File: config.mk
export PLATFORM = sky130hd
export DESIGN_NAME = row_stream_reader
export DESIGN_NICKNAME = d
export VERILOG_FILES = /design/src/rtl/row_stream_reader.sv
export SDC_FILE = /design/constraint.sdc
export NUM_CORES = 1
export LEC_CHECK = 0
export BUFFER_PORTS_ARGS = -buffer_cell sky130_fd_sc_hd__buf_2
export CAP_MARGIN = 20
export CORE_AREA = 2 2 232 234
export DETAILED_ROUTE_END_ITERATION = 7
export DIE_AREA = 0 0 234 236
export GPL_TIMING_DRIVEN = 0
export PLACE_DENSITY = 0.87
export SYNTH_ARGS = -nofsm -noshare
export SYNTH_HDL_FRONTEND = slang
export SYNTH_SLANG_ARGS = --single-unit
File: constraint.sdc
create_clock -name clock -period 34 [get_ports clock]
set_clock_uncertainty 0.05 [all_clocks]
set_input_delay 8.5 -clock clock [delete_from_list [all_inputs] [get_ports clock]]
set_output_delay 8.5 -clock clock [all_outputs]
set_load 0.005 [all_outputs]
File: src/rtl/row_stream_reader.sv
// Row store that streams every stored row to a ready/valid consumer on request.
// Each row is snapshotted into an output register in LOAD and held through SEND.
module row_stream_reader #(
    parameter int unsigned WIDTH = 32,
    parameter int unsigned DEPTH = 20
) (
    input  logic             clock,
    input  logic             reset,
    input  logic             writeenable,
    input  logic [4:0]       writeAddr,
    input  logic [WIDTH-1:0] writeIn,
    input  logic             start,
    input  logic             rowReady,
    output logic [WIDTH-1:0] rowOut,
    output logic [4:0]       rowIndex,
    output logic             rowValid,
    output logic             busy,
    output logic             frameDone
);

    localparam int unsigned IW = 5;
    localparam logic [IW-1:0] LAST_IDX = IW'(DEPTH - 1);

    typedef enum logic [1:0] {
        IDLE = 2'd0,
        LOAD = 2'd1,
        SEND = 2'd2,
        DONE = 2'd3
    } state_t;

    state_t           state_q, state_d;
    logic [IW-1:0]    idx_q, idx_d;
    logic [WIDTH-1:0] row_q, row_d;
    logic [IW-1:0]    rowidx_q, rowidx_d;
    logic [WIDTH-1:0] mem_q [DEPTH];
    logic [WIDTH-1:0] rd_c;

    // Row read mux; addresses at or beyond DEPTH never match.
    always_comb begin
        rd_c = '0;
        for (int unsigned i = 0; i < DEPTH; i++) begin
            if (idx_q == IW'(i)) begin
                rd_c = mem_q[i];
            end
        end
    end

    always_comb begin
        state_d  = state_q;
        idx_d    = idx_q;
        row_d    = row_q;
        rowidx_d = rowidx_q;
        unique case (state_q)
            IDLE: begin
                if (start) begin
                    idx_d   = '0;
                    state_d = LOAD;
                end
            end
            LOAD: begin
                // A write landing on the row being loaded wins over the stale stored value.
                row_d    = (writeenable && (writeAddr == idx_q)) ? writeIn : rd_c;
                rowidx_d = idx_q;
                state_d  = SEND;
            end
            SEND: begin
                if (rowReady) begin
                    if (idx_q == LAST_IDX) begin
                        state_d = DONE;
                    end else begin
                        idx_d   = idx_q + IW'(1);
                        state_d = LOAD;
                    end
                end
            end
            DONE: begin
                state_d = IDLE;
            end
            default: begin
                state_d = IDLE;
            end
        endcase
    end

    always_ff @(posedge clock or posedge reset) begin
        if (reset) begin
            state_q  <= IDLE;
            idx_q    <= '0;
            row_q    <= '0;
            rowidx_q <= '0;
        end else begin
            state_q  <= state_d;
            idx_q    <= idx_d;
            row_q    <= row_d;
            rowidx_q <= rowidx_d;
        end
    end

    always_ff @(posedge clock or posedge reset) begin
        if (reset) begin
            for (int unsigned i = 0; i < DEPTH; i++) begin
                mem_q[i] <= '0;
            end
        end else if (writeenable) begin
            for (int unsigned i = 0; i < DEPTH; i++) begin
                if (writeAddr == IW'(i)) begin
                    mem_q[i] <= writeIn;
                end
            end
        end
    end

    assign rowOut    = row_q;
    assign rowIndex  = rowidx_q;
    assign rowValid  = (state_q == SEND);
    assign busy      = (state_q != IDLE);
    assign frameDone = (state_q == DONE);

endmodule

==> flow_summary.ini <==
[logic_synthesis]
yosys_warnings = 0
yosysSeqAreaShare_pct = 54.5
synthCells = 2562
avgSynthCellArea_um2 = 12.3
synth_flop_cell = dfrtp_1
ys_ff_latch = 684
synth.area.top_cells = dfrtp_1 55%, mux2_2 22%, a221oi_1 2.1%
syn_nets = 2609
yosysTopAreaCell = dfrtp_1
syn_area_um2 = 31400
yosysUniqueCellTypes = 75
synth_edf_count = 0
async_flop_share_pct = 100
synthDominantCellAreaShare_pct = 54.5

[worst_hold_path]
min_path_type = reg -> reg

[worst_setup_path]
cp_data_arrival_time_ps = 10990
endpoint = mem_q[396]$_DFFE_PP0P_
timing.rr.start = idx_q[0]$_DFFE_PP0P_
end_kind = register
timing.rr.end = rowOut[21]$_DFFE_PP0N_
cp.required_ps = 34440
cp_max_fo = 10
startpoint_type = input port
r2r_slack_ps = 29770
r2r_cells = 11
startpoint = writeenable
crit_type = in -> reg

[grt]
grt_use_total_pct = 34.4
grt_start_max_net_pins = 144
grt_pass1_wl_mm = 143
overflow = 0
antenna_found_initial = 1
grt_pass1_vias = 24300

[layout]
finish.net_count = 2763
area_growth_pct = 11.4
drive_above_1_share_pct = 32.0

[pwr]
pwr-share-comb_pct = 24.8
sw_frac_of_total_pct = 31.7
power_switching_uw = 777
sequentialPowerShare_pct = 44.6
ir_drop_mv = 0.0488
pwr_density_cell_nw_per_um2 = 70.0
power.internal_uw = 1670
pwr-share-clk_pct = 30.5
p_total_uw = 2450
p_leak_uw = 0.0159

[sta]
slew_headroom_pct = 36.0
setup_viol_count_final = 0
tightestPinTransition_ps = 953
setup_tns_ps = 0
finalHoldViolCount = 0
drv_slew = 0
finalCriticalPeriod_ps = 10550
fmax_mhz = 94.8
rsz0062_at_grt = no
finalCritPeriodShare_pct = 31.0

[die]
start_util_pct = 59.1
num_rows = 85
fp.dieArea_um2 = 55200
io_pins = 82
die_h_um = 236
core_area_um2 = 53100
die_w_um = 234

[place]
gp_congestion = 0.944
io_buffer_count = 79
dpl.hpwl_mm = 67.9

[cts]
htree_levels = 3
ctsResizeCount = 0
cts_hold_buffers = 0
post_cts_buffers = 0
cts_tree = done
cts_root_buffer = clkbuf_16
clock_sinks = 684
cts_made_buffers = 67
insertion_delay_ps = 610
clk_pin_slew_worst_paths_ps = 60
clockBufferDepth = 3

[detailed_routing]
wl_mm = 94.2
final_antenna_net_count = 0
viasPerCell = 6.80
drc_errors = 0
vias = 23500
dr.pass1.iters = 7
drt_iter0_drc = 2813
wl_per_cell_um = 27.3

[run]
drv_cap = 0

[run_status]
status = finished clean
-- power by group through the flow --
| stage | Sequential [µW] | Clock [µW] | Combinational, µW |
|---|---|---|---|
| 2_1_floorplan | 1070 | 0 | 381 |
| 3_3_place_gp | 1090 | 0 | 556 |
| 3_5_place_dp | 1100 | 0 | 585 |
| 4_1_cts | 1090 | 749 | 593 |
| 5_1_grt | 1110 | 783 | 638 |
| 6_report | 1090 | 747 | 608 |
-- flip-flops by register name, summed over array words and instances (netlist names) --
name / count
mem_q: 640
rowIndex: 5
state_q: 2
idx_q: 5
rowOut: 32
-- how the worst min path moves through the flow --
stage | startpoint | end | depth (start not counted)
2_1_floorplan | mem_q[609]$_DFFE_PP0P_ | mem_q[609]$_DFFE_PP0P_ | 2
3_3_place_gp | rowIndex[3]$_DFFE_PP0N_ | rowIndex[3]$_DFFE_PP0N_ | 2
3_5_place_dp | mem_q[225]$_DFFE_PP0P_ | mem_q[225]$_DFFE_PP0P_ | 2
4_1_cts | mem_q[449]$_DFFE_PP0P_ | mem_q[449]$_DFFE_PP0P_ | 2
5_1_grt | mem_q[522]$_DFFE_PP0P_ | mem_q[522]$_DFFE_PP0P_ | 1
6_report | mem_q[225]$_DFFE_PP0P_ | mem_q[225]$_DFFE_PP0P_ | 2
-- worst max-delay path, cell delays in order --
cell,delay (ps)
buf_2,110
nor2b_1,380
nand2_1,120
nor3_1,730
clkbuf_1,710
mux2_2,420
-- layout by cell type (no fill, tap or decap), types with 8 or more instances in the layout --
master / n
o22ai_1: 77
a21oi_1: 33
buf_1: 29
nor3_1: 63
mux2_1: 14
mux2_2: 612
inv_1: 27
clkbuf_8: 14
clkbuf_1: 175
a22oi_1: 8
dfrtp_1: 684
o2bb2ai_1: 11
nand2b_1: 31
a2111oi_0: 25
and3_1: 30
nand3_1: 41
buf_4: 13
a221oi_1: 76
o21ai_0: 52
clkbuf_16: 71
nor2_1: 159
buf_6: 8
o221ai_1: 60
buf_2: 121
nand2_1: 119
nor2b_1: 15
a221oi_2: 10
nand4_1: 26
a211oi_1: 36
-- through the flow --
| step | hold slack [ps] | setup WS (ps) | util (%) | area [µm²] | std cells |
|---|---|---|---|---|---|
| detailed placement | 420 | 22930 | 61.8 | 32800 | 3343 |
| floorplan | 399 | 6270 | - | 31400 | 2562 |
| finish | 435 | 23450 | 65.9 | 35000 | 3455 |
| global route | 453 | 23320 | 65.9 | 35000 | 3454 |
| global placement | 412 | 970 | 61.5 | 32700 | 3337 |
| CTS | 434 | 23550 | 65.9 | 35000 | 3454 |
-- cells in the mapped netlist (41+ instances only) --
cell type	instances
buf_2	41
nor2_1	159
clkbuf_1	161
nand2_1	119
nand3_1	41
a221oi_1	76
mux2_2	612
o221ai_1	60
dfrtp_1	684
nor3_1	63
o21ai_0	52
o22ai_1	77
-- layer usage --
layer / wire length, µm / part of all wire, % / GRT usage (%)
met4: 6690 / 7.1 / 21.8
met5: 46 / 0.049 / 0.625
met2: 44400 / 47 / 54.0
met1: 35400 / 38 / 43.7
met3: 7690 / 8.2 / 6.54
-- logic make-up (layout without fill, tap and decap cells) --
kind of cell / Yosys count / after routing / synth area share, %
adder cells (fa/ha/maj): 5 / 5 / 0.199
AO/OA/AOI/OAI: 423 / 423 / 10.2
buffers and inverters: 280 / 476 / 3.86
multiplexers: 626 / 626 / 22.5
XOR/XNOR: 7 / 7 / 0.195
flip-flops: 684 / 684 / 54.5
other: 0 / 1 / 0
AND/OR/NAND/NOR: 537 / 537 / 8.58
-- final cells by class --
cell class / count / area, µm²
buffer: 252 / 1110
clock inverter: 12 / 145
timing repair buffer: 85 / 538
multi-input combinational: 1598 / 13100
sequential: 684 / 17100
tap: 696 / 871
fill: 3640 / 18100
clock buffer: 99 / 2020
antenna: 1 / 2.50
inverter: 28 / 113
Note: power is estimated with default switching activity, not from simulation.
